### src/rtl/i2c_xfer_sequencer_pkg.sv
// Shared constants, types and phase tables for the I2C transfer sequencer.
package i2c_xfer_sequencer_pkg;

  localparam logic [2:0] ADR_PRERLO = 3'd0;
  localparam logic [2:0] ADR_PRERHI = 3'd1;
  localparam logic [2:0] ADR_CTR    = 3'd2;
  localparam logic [2:0] ADR_TXR    = 3'd3;
  localparam logic [2:0] ADR_RXR    = 3'd3;
  localparam logic [2:0] ADR_CR     = 3'd4;
  localparam logic [2:0] ADR_SR     = 3'd4;

  localparam int SR_TIP   = 1;
  localparam int SR_AL    = 5;
  localparam int SR_BUSY  = 6;
  localparam int SR_RXACK = 7;

  localparam int CR_STA = 7;
  localparam int CR_STO = 6;
  localparam int CR_RD  = 5;
  localparam int CR_WR  = 4;
  localparam int CR_ACK = 3;
  localparam int CTR_EN = 7;

  localparam logic [7:0] CMD_START_WR     = 8'h90;
  localparam logic [7:0] CMD_WR           = 8'h10;
  localparam logic [7:0] CMD_WR_STOP      = 8'h50;
  localparam logic [7:0] CMD_RD_NACK_STOP = 8'h68;
  localparam logic [7:0] CMD_STOP         = 8'h40;
  localparam logic [7:0] CTR_ENABLE       = 8'h80;
  localparam logic [7:0] CTR_DISABLE      = 8'h00;

  typedef enum logic [1:0] {
    ERR_OK       = 2'd0,
    ERR_NACK     = 2'd1,
    ERR_ARB_LOST = 2'd2,
    ERR_TIMEOUT  = 2'd3
  } err_e;

  typedef enum logic [3:0] {
    ST_INIT, ST_IDLE, ST_LD_TXR, ST_LD_CR, ST_POLL, ST_CHECK,
    ST_RD_RXR, ST_STOP_CR, ST_STOP_POLL, ST_DIS, ST_RESP
  } state_e;

  function automatic logic [7:0] phase_cr(input logic rw, input logic [1:0] phase);
    case (phase)
      2'd0:    return CMD_START_WR;
      2'd1:    return CMD_WR;
      2'd2:    return rw ? CMD_START_WR : CMD_WR_STOP;
      default: return CMD_RD_NACK_STOP;
    endcase
  endfunction

  function automatic logic [7:0] phase_txr(input logic rw, input logic [1:0] phase,
                                           input logic [6:0] dev, input logic [7:0] reg_idx,
                                           input logic [7:0] wdata);
    case (phase)
      2'd0:    return {dev, 1'b0};
      2'd1:    return reg_idx;
      2'd2:    return rw ? {dev, 1'b1} : wdata;
      default: return 8'h00;
    endcase
  endfunction

  function automatic logic last_phase(input logic rw, input logic [1:0] phase);
    return phase == (rw ? 2'd3 : 2'd2);
  endfunction

endpackage

### src/rtl/i2c_xfer_sequencer_if.sv
// Request/response handshake and Wishbone master bus of the sequencer.
interface i2c_xfer_sequencer_if;
  logic       req_valid;
  logic       req_ready;
  logic       req_rw;
  logic [6:0] req_dev;
  logic [7:0] req_reg;
  logic [7:0] req_wdata;
  logic       rsp_valid;
  logic [7:0] rsp_rdata;
  logic [1:0] rsp_err;
  logic [2:0] wbm_adr_o;
  logic [7:0] wbm_dat_o;
  logic [7:0] wbm_dat_i;
  logic       wbm_we_o;
  logic       wbm_stb_o;
  logic       wbm_cyc_o;
  logic       wbm_ack_i;

  modport master (
    input  req_valid, req_rw, req_dev, req_reg, req_wdata, wbm_dat_i, wbm_ack_i,
    output req_ready, rsp_valid, rsp_rdata, rsp_err,
           wbm_adr_o, wbm_dat_o, wbm_we_o, wbm_stb_o, wbm_cyc_o
  );

  modport slave (
    output req_valid, req_rw, req_dev, req_reg, req_wdata, wbm_dat_i, wbm_ack_i,
    input  req_ready, rsp_valid, rsp_rdata, rsp_err,
           wbm_adr_o, wbm_dat_o, wbm_we_o, wbm_stb_o, wbm_cyc_o
  );
endinterface

### src/rtl/i2c_xfer_sequencer_wbm_access.sv
// Single Wishbone read/write engine; done_o pulses the cycle after ack with rdata_o captured.
module i2c_xfer_sequencer_wbm_access (
  input  logic       wb_clk_i,
  input  logic       arst_i,
  input  logic       start_i,
  input  logic       we_i,
  input  logic [2:0] adr_i,
  input  logic [7:0] dat_i,
  output logic       done_o,
  output logic [7:0] rdata_o,
  output logic [2:0] wb_adr_o,
  output logic [7:0] wb_dat_o,
  output logic       wb_we_o,
  output logic       wb_stb_o,
  input  logic [7:0] wb_dat_i,
  input  logic       wb_ack_i
);
  logic       stb_q, we_q, done_q;
  logic [2:0] adr_q;
  logic [7:0] dat_q, rdata_q;

  always_ff @(posedge wb_clk_i or negedge arst_i) begin
    if (!arst_i) begin
      stb_q   <= 1'b0;
      we_q    <= 1'b0;
      adr_q   <= 3'd0;
      dat_q   <= 8'h00;
      done_q  <= 1'b0;
      rdata_q <= 8'h00;
    end else begin
      done_q <= 1'b0;
      if (stb_q) begin
        if (wb_ack_i) begin
          stb_q   <= 1'b0;
          we_q    <= 1'b0;
          adr_q   <= 3'd0;
          dat_q   <= 8'h00;
          done_q  <= 1'b1;
          rdata_q <= wb_dat_i;
        end
      end else if (start_i) begin
        stb_q <= 1'b1;
        we_q  <= we_i;
        adr_q <= adr_i;
        dat_q <= dat_i;
      end
    end
  end

  assign done_o   = done_q;
  assign rdata_o  = rdata_q;
  assign wb_adr_o = adr_q;
  assign wb_dat_o = dat_q;
  assign wb_we_o  = we_q;
  assign wb_stb_o = stb_q;
endmodule

### src/rtl/i2c_xfer_sequencer.sv
// Sequences PRER/CTR/TXR/CR/SR accesses of a byte-level I2C core into full register writes/reads.
// state      | meaning
// INIT       | program prescaler and enable core (step 0..2)
// IDLE       | req_ready=1, wait for request
// LD_TXR     | write phase byte to TXR
// LD_CR      | write phase command to CR
// POLL       | read SR until TIP clears
// CHECK      | evaluate AL / RxACK, pick next phase
// RD_RXR     | fetch received byte
// STOP_CR    | issue STO after NACK
// STOP_POLL  | read SR until Busy clears
// DIS        | disable/re-enable core after timeout (step 0..1)
// RESP       | publish result
module i2c_xfer_sequencer
  import i2c_xfer_sequencer_pkg::*;
#(
  parameter logic [15:0] PRESCALE      = 16'd99,
  parameter int          TIMEOUT_POLLS = 4096
) (
  input logic wb_clk_i,
  input logic arst_i,
  i2c_xfer_sequencer_if.master bus_io
);
  localparam int CNT_W = $clog2(TIMEOUT_POLLS + 1);
  localparam logic [CNT_W-1:0] CNT_LAST = CNT_W'(TIMEOUT_POLLS - 1);
  localparam logic [CNT_W-1:0] CNT_MAX  = CNT_W'(TIMEOUT_POLLS);

  state_e           state_q;
  logic [1:0]       phase_q, step_q;
  logic             rw_q;
  logic [6:0]       dev_q;
  logic [7:0]       reg_q, wdata_q, rdata_q;
  err_e             err_q, rsp_err_q;
  logic [CNT_W-1:0] poll_cnt_q;
  logic             sr_al_q, sr_rxack_q;
  logic             req_ready_q, rsp_valid_q;
  logic [7:0]       rsp_rdata_q;
  logic             acc_start_q, acc_pend_q, acc_we_q;
  logic [2:0]       acc_adr_q;
  logic [7:0]       acc_dat_q;
  logic             acc_we_d, acc_state;
  logic [2:0]       acc_adr_d;
  logic [7:0]       acc_dat_d;
  logic             acc_done;
  logic [7:0]       acc_rdata;
  logic             poll_expired;

  assign poll_expired = poll_cnt_q >= CNT_LAST;

  always_comb begin
    acc_state = 1'b1;
    acc_we_d  = 1'b1;
    acc_adr_d = ADR_CR;
    acc_dat_d = 8'h00;
    case (state_q)
      ST_INIT: begin
        acc_adr_d = {1'b0, step_q};
        acc_dat_d = (step_q == 2'd0) ? PRESCALE[7:0] :
                    (step_q == 2'd1) ? PRESCALE[15:8] : CTR_ENABLE;
      end
      ST_LD_TXR: begin
        acc_adr_d = ADR_TXR;
        acc_dat_d = phase_txr(rw_q, phase_q, dev_q, reg_q, wdata_q);
      end
      ST_LD_CR:                acc_dat_d = phase_cr(rw_q, phase_q);
      ST_POLL, ST_STOP_POLL: begin
        acc_we_d  = 1'b0;
        acc_adr_d = ADR_SR;
      end
      ST_RD_RXR: begin
        acc_we_d  = 1'b0;
        acc_adr_d = ADR_RXR;
      end
      ST_STOP_CR:              acc_dat_d = CMD_STOP;
      ST_DIS: begin
        acc_adr_d = ADR_CTR;
        acc_dat_d = (step_q == 2'd0) ? CTR_DISABLE : CTR_ENABLE;
      end
      default:                 acc_state = 1'b0;
    endcase
  end

  always_ff @(posedge wb_clk_i or negedge arst_i) begin
    if (!arst_i) begin
      state_q     <= ST_INIT;
      phase_q     <= 2'd0;
      step_q      <= 2'd0;
      rw_q        <= 1'b0;
      dev_q       <= 7'd0;
      reg_q       <= 8'h00;
      wdata_q     <= 8'h00;
      rdata_q     <= 8'h00;
      err_q       <= ERR_OK;
      rsp_err_q   <= ERR_OK;
      poll_cnt_q  <= '0;
      sr_al_q     <= 1'b0;
      sr_rxack_q  <= 1'b0;
      req_ready_q <= 1'b0;
      rsp_valid_q <= 1'b0;
      rsp_rdata_q <= 8'h00;
      acc_start_q <= 1'b0;
      acc_pend_q  <= 1'b0;
      acc_we_q    <= 1'b0;
      acc_adr_q   <= 3'd0;
      acc_dat_q   <= 8'h00;
    end else begin
      acc_start_q <= 1'b0;
      rsp_valid_q <= 1'b0;
      // Every bus-touching state launches exactly one access on entry and waits for done.
      if (acc_state && !acc_pend_q) begin
        acc_start_q <= 1'b1;
        acc_pend_q  <= 1'b1;
        acc_we_q    <= acc_we_d;
        acc_adr_q   <= acc_adr_d;
        acc_dat_q   <= acc_dat_d;
      end
      if (acc_done) acc_pend_q <= 1'b0;

      case (state_q)
        ST_INIT: if (acc_done) begin
          if (step_q == 2'd2) begin
            step_q      <= 2'd0;
            req_ready_q <= 1'b1;
            state_q     <= ST_IDLE;
          end else begin
            step_q <= step_q + 2'd1;
          end
        end
        ST_IDLE: if (bus_io.req_valid && req_ready_q) begin
          rw_q        <= bus_io.req_rw;
          dev_q       <= bus_io.req_dev;
          reg_q       <= bus_io.req_reg;
          wdata_q     <= bus_io.req_wdata;
          rdata_q     <= 8'h00;
          err_q       <= ERR_OK;
          phase_q     <= 2'd0;
          poll_cnt_q  <= '0;
          req_ready_q <= 1'b0;
          state_q     <= ST_LD_TXR;
        end
        ST_LD_TXR:  if (acc_done) state_q <= ST_LD_CR;
        ST_LD_CR:   if (acc_done) state_q <= ST_POLL;
        ST_STOP_CR: if (acc_done) state_q <= ST_STOP_POLL;
        ST_POLL, ST_STOP_POLL: if (acc_done) begin
          if (poll_cnt_q != CNT_MAX) poll_cnt_q <= poll_cnt_q + 1'b1;
          if (state_q == ST_POLL && !acc_rdata[SR_TIP]) begin
            sr_al_q    <= acc_rdata[SR_AL];
            sr_rxack_q <= acc_rdata[SR_RXACK];
            state_q    <= ST_CHECK;
          end else if (state_q == ST_STOP_POLL && !acc_rdata[SR_BUSY]) begin
            state_q <= ST_RESP;
          end else if (poll_expired) begin
            err_q   <= ERR_TIMEOUT;
            step_q  <= 2'd0;
            state_q <= ST_DIS;
          end
        end
        ST_CHECK: begin
          if (sr_al_q) begin
            err_q   <= ERR_ARB_LOST;
            state_q <= ST_RESP;
          end else if (sr_rxack_q && !(rw_q && phase_q == 2'd3)) begin
            err_q   <= ERR_NACK;
            state_q <= ST_STOP_CR;
          end else if (last_phase(rw_q, phase_q)) begin
            state_q <= rw_q ? ST_RD_RXR : ST_RESP;
          end else begin
            phase_q <= phase_q + 2'd1;
            // The final read phase only issues a command; there is no byte to load.
            state_q <= (rw_q && phase_q == 2'd2) ? ST_LD_CR : ST_LD_TXR;
          end
        end
        ST_RD_RXR: if (acc_done) begin
          rdata_q <= acc_rdata;
          state_q <= ST_RESP;
        end
        ST_DIS: if (acc_done) begin
          if (step_q == 2'd1) begin
            step_q  <= 2'd0;
            state_q <= ST_RESP;
          end else begin
            step_q <= 2'd1;
          end
        end
        ST_RESP: begin
          rsp_valid_q <= 1'b1;
          rsp_err_q   <= err_q;
          rsp_rdata_q <= rdata_q;
          req_ready_q <= 1'b1;
          state_q     <= ST_IDLE;
        end
        default: state_q <= ST_INIT;
      endcase
    end
  end

  i2c_xfer_sequencer_wbm_access u_wbm_access (
    .wb_clk_i (wb_clk_i),
    .arst_i   (arst_i),
    .start_i  (acc_start_q),
    .we_i     (acc_we_q),
    .adr_i    (acc_adr_q),
    .dat_i    (acc_dat_q),
    .done_o   (acc_done),
    .rdata_o  (acc_rdata),
    .wb_adr_o (bus_io.wbm_adr_o),
    .wb_dat_o (bus_io.wbm_dat_o),
    .wb_we_o  (bus_io.wbm_we_o),
    .wb_stb_o (bus_io.wbm_stb_o),
    .wb_dat_i (bus_io.wbm_dat_i),
    .wb_ack_i (bus_io.wbm_ack_i)
  );

  assign bus_io.wbm_cyc_o = bus_io.wbm_stb_o;
  assign bus_io.req_ready = req_ready_q;
  assign bus_io.rsp_valid = rsp_valid_q;
  assign bus_io.rsp_rdata = rsp_rdata_q;
  assign bus_io.rsp_err   = rsp_err_q;
endmodule

### src/flat_wrapper.sv
// flat-port wrapper written by rule: the top's interface ports become plain ports
module i2c_xfer_sequencer_flat import i2c_xfer_sequencer_pkg::*;
#(
  parameter logic [15:0] PRESCALE      = 16'd99,
  parameter int          TIMEOUT_POLLS = 4096
)
  (wb_clk_i, arst_i, bus_io_req_valid, bus_io_req_rw, bus_io_req_dev, bus_io_req_reg, bus_io_req_wdata, bus_io_wbm_dat_i, bus_io_wbm_ack_i, bus_io_req_ready, bus_io_rsp_valid, bus_io_rsp_rdata, bus_io_rsp_err, bus_io_wbm_adr_o, bus_io_wbm_dat_o, bus_io_wbm_we_o, bus_io_wbm_stb_o, bus_io_wbm_cyc_o);
  i2c_xfer_sequencer_if bus_io_i ();
  input logic wb_clk_i;
  input logic arst_i;
  input wire logic [$bits(bus_io_i.req_valid)-1:0] bus_io_req_valid;
  input wire logic [$bits(bus_io_i.req_rw)-1:0] bus_io_req_rw;
  input wire logic [$bits(bus_io_i.req_dev)-1:0] bus_io_req_dev;
  input wire logic [$bits(bus_io_i.req_reg)-1:0] bus_io_req_reg;
  input wire logic [$bits(bus_io_i.req_wdata)-1:0] bus_io_req_wdata;
  input wire logic [$bits(bus_io_i.wbm_dat_i)-1:0] bus_io_wbm_dat_i;
  input wire logic [$bits(bus_io_i.wbm_ack_i)-1:0] bus_io_wbm_ack_i;
  output wire logic [$bits(bus_io_i.req_ready)-1:0] bus_io_req_ready;
  output wire logic [$bits(bus_io_i.rsp_valid)-1:0] bus_io_rsp_valid;
  output wire logic [$bits(bus_io_i.rsp_rdata)-1:0] bus_io_rsp_rdata;
  output wire logic [$bits(bus_io_i.rsp_err)-1:0] bus_io_rsp_err;
  output wire logic [$bits(bus_io_i.wbm_adr_o)-1:0] bus_io_wbm_adr_o;
  output wire logic [$bits(bus_io_i.wbm_dat_o)-1:0] bus_io_wbm_dat_o;
  output wire logic [$bits(bus_io_i.wbm_we_o)-1:0] bus_io_wbm_we_o;
  output wire logic [$bits(bus_io_i.wbm_stb_o)-1:0] bus_io_wbm_stb_o;
  output wire logic [$bits(bus_io_i.wbm_cyc_o)-1:0] bus_io_wbm_cyc_o;
  assign bus_io_i.req_valid = bus_io_req_valid;
  assign bus_io_i.req_rw = bus_io_req_rw;
  assign bus_io_i.req_dev = bus_io_req_dev;
  assign bus_io_i.req_reg = bus_io_req_reg;
  assign bus_io_i.req_wdata = bus_io_req_wdata;
  assign bus_io_i.wbm_dat_i = bus_io_wbm_dat_i;
  assign bus_io_i.wbm_ack_i = bus_io_wbm_ack_i;
  assign bus_io_req_ready = bus_io_i.req_ready;
  assign bus_io_rsp_valid = bus_io_i.rsp_valid;
  assign bus_io_rsp_rdata = bus_io_i.rsp_rdata;
  assign bus_io_rsp_err = bus_io_i.rsp_err;
  assign bus_io_wbm_adr_o = bus_io_i.wbm_adr_o;
  assign bus_io_wbm_dat_o = bus_io_i.wbm_dat_o;
  assign bus_io_wbm_we_o = bus_io_i.wbm_we_o;
  assign bus_io_wbm_stb_o = bus_io_i.wbm_stb_o;
  assign bus_io_wbm_cyc_o = bus_io_i.wbm_cyc_o;
  i2c_xfer_sequencer #(.PRESCALE(PRESCALE), .TIMEOUT_POLLS(TIMEOUT_POLLS)) u_core (.wb_clk_i(wb_clk_i), .arst_i(arst_i), .bus_io(bus_io_i));
endmodule
### config.mk
export PLATFORM = sky130hd
export DESIGN_NAME = i2c_xfer_sequencer_flat
export DESIGN_NICKNAME = d
export VERILOG_FILES = /design/src/rtl/i2c_xfer_sequencer_pkg.sv /design/src/rtl/i2c_xfer_sequencer_if.sv /design/src/rtl/i2c_xfer_sequencer_wbm_access.sv /design/src/rtl/i2c_xfer_sequencer.sv /design/src/flat_wrapper.sv
export SDC_FILE = /design/constraint.sdc
export NUM_CORES = 1
export LEC_CHECK = 0
export CAP_MARGIN = 20
export CORE_MARGIN = 4
export CORE_UTILIZATION = 56
export DETAILED_ROUTE_END_ITERATION = 7
export HOLD_SLACK_MARGIN = 0.06
export PLACE_DENSITY = 0.8
export SYNTH_ARGS = -nofsm -noshare
export SYNTH_HDL_FRONTEND = slang
export SYNTH_SLANG_ARGS = --single-unit
### constraint.sdc
create_clock -name wb_clk_i -period 2.71 [get_ports wb_clk_i]
set_input_delay 0.542 -clock wb_clk_i [delete_from_list [all_inputs] [get_ports wb_clk_i]]
set_output_delay 0.542 -clock wb_clk_i [all_outputs]
set_load 0.05 [all_outputs]
After elaboration in Yosys (flattened, before gate mapping)
Cells that the tools add are included.
{"block": "classes", "n_addsub": 3, "n_lt_le_gt_ge": 1, "eq_ne": 37, "n_mux": 81, "reduce_logical": 37}
{"op": "two-way mux 8 bit", "n": 10}
{"op": "two-way mux 4 bit", "n": 17}
{"op": "case mux 8 bit (3 select lines)", "n": 2}
{"op": "case mux 4 bit (10 select lines)", "n": 1}
{"op": "case mux 8 bit (5 select lines)", "n": 1}
{"op": "two-way mux 13 bit", "n": 3}
{"op": "two-way mux 2 bit", "n": 17}
{"op": "!= test 2 bit (second input constant)", "n": 13}
{"op": "case mux 13 bit (2 select lines)", "n": 1}
{"op": "two-way mux 1 bit", "n": 20}
{"op": "equality test 4 x 3 -> 1 bit (second input constant)", "n": 4}
{"op": "case mux 8 bit (2 select lines)", "n": 1}
{"op": "AND reduction 7 bit", "n": 2}
{"op": "adder 13 x 1 -> 13 bit (second input constant)", "n": 1}
{"op": "greater-or-equal comparator 13 x 12 -> 1 bit (second input constant)", "n": 1}
{"op": "!= test 13 bit (second input constant)", "n": 1}
{"op": "equality test 4 bit (second input constant)", "n": 3}
{"op": "case mux 2 bit (3 select lines)", "n": 2}
{"op": "AND reduction 11 bit", "n": 1}
{"op": "!= test 2 x 1 -> 1 bit (second input constant)", "n": 5}
{"op": "nonzero test 2 bit", "n": 5}
{"op": "two-way mux 3 bit", "n": 3}
{"op": "case mux 3 bit (3 select lines)", "n": 1}
{"op": "nonzero test 3 bit", "n": 3}
{"op": "21 further kinds", "n": 41}
{"block": "totals", "regBits": 105, "input_bits": 36, "output_inout_bits": 26, "elab_cells": 186}

Logic depth before layout (Yosys ltp)
{"block": "logic_depth", "depth_word": 7, "mapped_depth": 8, "depth_no_buf": 7}

Cells and area by module
Synthesis repeated with hierarchy kept, for this count alone.
{"block": "unflattened", "cells_unflattened": 504, "area_unflattened_um2": 5190.0}
{"mod": "i2c_xfer_sequencer", "instances": 1, "cells_per_inst": 441, "area_per_inst_um2": 4222.8, "seq_area_each_um2": 2077.0}
{"mod": "i2c_xfer_sequencer_wbm_access", "instances": 1, "cells_per_inst": 63, "area_per_inst_um2": 967.2, "seq_area_each_um2": 550.5}

Worst setup path after synthesis
Ideal clock, no wire load.
{"block": "synth_path", "path_kind": "register to register", "start": "reg u_core.state_q[1]", "end": "reg u_core.step_q[1]", "setup_ns": 0.128, "arrival_ns": 1.828, "required_ns": 2.582, "setup_slack_ns": 0.754, "stages_incl_launch_ff": 7, "n_path_buf": 1, "synth_period_minus_slack_ns": 1.956, "cell_sequence": "dfrtp_1 buf_6 or2_4 or3_4 o221a_4 nand3_2 mux2_1"}
{"block": "synth_between", "elab_chain_cells": 4, "elab_cells_between_ends": 16, "cone_classes": "eq/ne (9); mux (1); reduce/logical (6)"}
{"item": "from (decl)", "line_no": "i2c_xfer_sequencer.sv:28", "rtl": "state_e state_q;"}
{"item": "from (signal assigned)", "line_no": "i2c_xfer_sequencer.sv:166", "rtl": "state_q <= rw_q ? ST_RD_RXR : ST_RESP;"}
{"item": "from (signal assigned)", "line_no": "i2c_xfer_sequencer.sv:170", "rtl": "state_q <= (rw_q && phase_q == 2'd2) ? ST_LD_CR : ST_LD_TXR;"}
{"item": "equality test 4 bit or equality test 4 x 3 -> 1 bit (tied branches)", "line_no": "i2c_xfer_sequencer.sv:119, i2c_xfer_sequencer.sv:150, i2c_xfer_sequencer.sv:146"}
{"item": "OR reduction 2 bit, or another cell as far along", "line_no": "i2c_xfer_sequencer.sv:119", "rtl": "case (state_q)"}
{"item": "!= test 2 x 1 -> 1 bit (no source line), or another cell as far along"}
{"item": "AND reduction 7 bit (no source line)"}
{"item": "to (signal assigned)", "line_no": "i2c_xfer_sequencer.sv:126", "rtl": "step_q <= step_q + 2'd1;"}
{"item": "to (decl)", "line_no": "i2c_xfer_sequencer.sv:29", "rtl": "logic [1:0] phase_q, step_q;"}
Parallel ways exist; a longest one is shown, timed or not.
A chain may end at the register's enable or synchronous reset.

Final worst setup path
{"block": "layout_path", "start": "reg u_core.u_wbm_access.stb_q, in the netlist u_core.u_wbm_access.wb_stb_o", "end": "out bus_io_wbm_cyc_o"}
{"item": "from (decl)", "line_no": "i2c_xfer_sequencer_wbm_access.sv:18", "rtl": "logic stb_q, we_q, done_q;"}
{"item": "from (signal assigned)", "line_no": "i2c_xfer_sequencer_wbm_access.sv:24", "rtl": "stb_q <= 1'b0;"}
{"item": "from (signal assigned)", "line_no": "i2c_xfer_sequencer_wbm_access.sv:34", "rtl": "stb_q <= 1'b0;"}
{"item": "from (signal assigned)", "line_no": "i2c_xfer_sequencer_wbm_access.sv:42", "rtl": "stb_q <= 1'b1;"}
{"item": "to (decl)", "line_no": "flat_wrapper.sv:26", "rtl": "output wire logic [$bits(bus_io_i.wbm_cyc_o)-1:0] bus_io_wbm_cyc_o;"}
No word-level cell between the ends.

==> impl_metrics.yaml <==
clocking:
  cts_htree_levels: 3
  clock_latency_ps: 360
  cts_tree: "built"
  cts_resized: 0
  cts.reportedPaths.clkPinSlew_ps: 100
  clockRootBuffer: "clkbuf_8"
  postCtsSetupRepairBufs: 0
  clock-sinks: 105
  hold_buffers: 0
  numCtsBuffers: 9
  clock_path_buffers: 2
logic_synthesis:
  synth_seq_cells: 105
  synthFlopType: "dfrtp_1"
  ys_top_cells_by_count: "dfrtp_1, nand2_1, nor2_1"
  netlist_area_sq_um: 5090
  synth-simple-area-share: 0.185
  synth_top_family_by_area: "simple AND/OR/NAND/NOR gates"
  synth_cell_types: 63
  synthAdderAreaFrac: 0.0172
  synth-compound-area-share: 0.148
  async_flop_share: 1.00
  synth_xor_xnor_area_share: 0.0155
  synth_edf_count: 0
  syn_avg_cell_area_sq_um: 9.97
  yosysSeqAreaShare: 0.516
  synth_top_area_share: 0.516
  synthMuxAreaShare: 0.0820
  syn_nets: 554
  syn_inst: 511
  synth_top_area_cell: "dfrtp_1"
  synth.most_common_cell: "dfrtp_1"
  synth_warnings: 0
  synth_area_leaders: "dfrtp_1, nand2_1, mux2_2, mux2i_1, nor2_1"
min_path:
  holdCritPathClass: "primary input to asynchronous set/reset pin"
sta:
  worstMarginPinSlew_ps: 661
  finalSetupTns_ps: 0
  slew_headroom: 0.559
  max_clock_freq_mhz: 418
  rsz0062_at_grt: "false"
  setup_violations: 0
  hold_violations: 0
  layout_setup_ws_ps: 318
  fin_skew_ps: 10.7
  drv_slew: 0
  finalCritPeriodShare: 0.883
  min_period_ps: 2390
power:
  p_comb_frac: 0.455
  switching_share: 0.438
  ir_worst_vdd_v: 0.000557
  clockPowerShare: 0.137
  power.switching_mw: 3.16
  seqPwrFrac: 0.407
  p_per_area_nw_per_um2: 1190
  intPower_mw: 4.06
  power.leakage_nw: 2.69
placement:
  portBuffers: 61
  dpl_cell_area_sq_um: 5850
  pre_cts_slack_ps: 620
  hpwl_mm: 8.63
  globalplace.congestion: 0.941
  dp_cells: 666
detailed_routing:
  drc: 0
  vias: 4061
  wirelength_mm: 11.8
  firstDrtPassIters: 6
  routedWlPerCell_um: 17.3
  via_per_inst: 5.95
  drt_iter0_drc: 229
  drtAntennaViolNets: 0
worst_setup_path:
  path_delay_family: "buffers and inverters"
  critPathMaxFanout: 17
  path_buf_inv: 1
  cp-start-kind: "flop"
  path_class: "flop to primary output"
  critPathRequiredTime_ps: 2170
  r2r_slack_ps: 570
  cp-end-kind: "primary output"
  r2r-end: "u_core.state_q[2]"
  cp_slowest_cell: "clkdlybuf4s50_1"
  rr_worst_depth: 6
  path_cells: "clkdlybuf4s50_1"
  critPathMaxStageDelay_ps: 890
  timing.rr.start: "u_core.state_q[1]"
  cp.arrival_ps: 1850
cells_and_area:
  final_core_util: 0.687
  final_nets: 612
  final_layout_size_suffix_gt1_frac: 0.117
  diodes: 0
  area.sequential_sq_um: 2630
  fillers: 707
  multiInputGateArea_sq_um: 2290
  area_delta_synth_final_pct: 18.8
  final_cell_count_no_fill: 682
  postLayoutCellArea_sq_um: 6050
die:
  num_rows: 34
  die_w_um: 103
  initial_utilization: 0.578
  num_io_pins: 62
  dieArea_sq_um: 10700
  die_height_um: 103
  coreArea_sq_um: 8810
global_route:
  grt_pass1_vias: 4081
  overflow: 0
  grt_pass1_wl_mm: 19.9
  grt_usage: 0.239
  antenna_found_initial: 0
  grt_max_degree: 47
status:
  status: "finished clean"
job:
  maxCapViolCount: 0
-- power by group through the flow --
stage | registers, mW | clock network (mW) | logic, mW
2_1_floorplan | 3.19 | 0 | 1.97
3_3_place_gp | 2.92 | 0 | 3.18
3_5_place_dp | 2.95 | 0 | 3.26
4_1_cts | 2.93 | 1.01 | 3.28
5_1_grt | 3.04 | 1.08 | 3.59
6_report | 2.94 | 0.990 | 3.29
-- registers in the layout (all words and copies together) (netlist names), 2 cells and up --
| register | flops |
|---|---|
| u_core.poll_cnt_q | 13 |
| u_core.reg_q | 8 |
| u_core.rdata_q | 8 |
| u_core.err_q | 2 |
| u_core.u_wbm_access.wb_dat_o | 8 |
| u_core.dev_q | 7 |
| u_core.bus_io.rsp_rdata | 8 |
| u_core.acc_dat_q | 8 |
| u_core.step_q | 2 |
| u_core.state_q | 4 |
| u_core.acc_adr_q | 3 |
| u_core.bus_io.rsp_err | 2 |
| u_core.u_wbm_access.wb_adr_o | 3 |
| u_core.u_wbm_access.rdata_o | 8 |
| u_core.phase_q | 2 |
| u_core.wdata_q | 8 |
-- logic make-up after synthesis --
group,Yosys count
and+or+nand+nor,199
AOI/OAI and AO/OA,109
DFF,105
buffers and inverters,43
muxes,39
xor gates and xnor gates,9
adders and majority gates,7
-- cell type report --
cell class              count  area share
clock buffers               9      0.0205
repair buffers             76       0.123
inverters                  14     0.00868
multi-input cells         363       0.378
flip-flops and latches    105       0.434
well taps                 108      0.0223
clock inverters             7      0.0128
-- worst max-delay path by stage --
stage	startpoint	end	depth (start not counted)
floorplan	u_core.state_q[1]	u_core.step_q[1]	6
global placement	bus_io_req_valid	u_core.state_q[0]	6
detailed placement	bus_io_req_valid	u_core.state_q[2]	6
CTS	u_core.u_wbm_access.wb_stb_o	bus_io_wbm_cyc_o	1
global route	u_core.u_wbm_access.wb_stb_o	bus_io_wbm_cyc_o	1
finish	u_core.u_wbm_access.wb_stb_o	bus_io_wbm_cyc_o	1
-- routing by layer --
| metal | track usage | wire (um) |
|---|---|---|
| met1 | 0.337 | 5410 |
| met2 | 0.377 | 5600 |
| met3 | 0.0409 | 529 |
| met4 | 0.0777 | 238 |
| met5 | 0 | 0 |
-- per-stage QoR --
| step | power (mW) | hold WS, ps |
|---|---|---|
| 6_report | 7.22 | 156 |
| 5_1_grt | 7.71 | 194 |
| 4_1_cts | 7.21 | 181 |
| 3_5_place_dp | 6.21 | 464 |
| 3_3_place_gp | 6.10 | 461 |
| 2_1_floorplan | 5.16 | 246 |
-- placed cells by master (no fill, tap or decap), drive strengths merged, types with 5 or more instances in the layout --
cell,instances
a21oi,23
o21ai,27
xor2,6
nor2,36
a22o,13
a31oi,7
clkbuf,9
clkdlybuf4s50,60
mux2,22
dfrtp,105
ha,7
buf,16
a21o,5
nor4,6
nor3,6
inv,17
nand4,8
mux2i,17
nand2,103
nand3,9
nor2b,7
No activity file was read; power rests on OpenSTA's default activity.
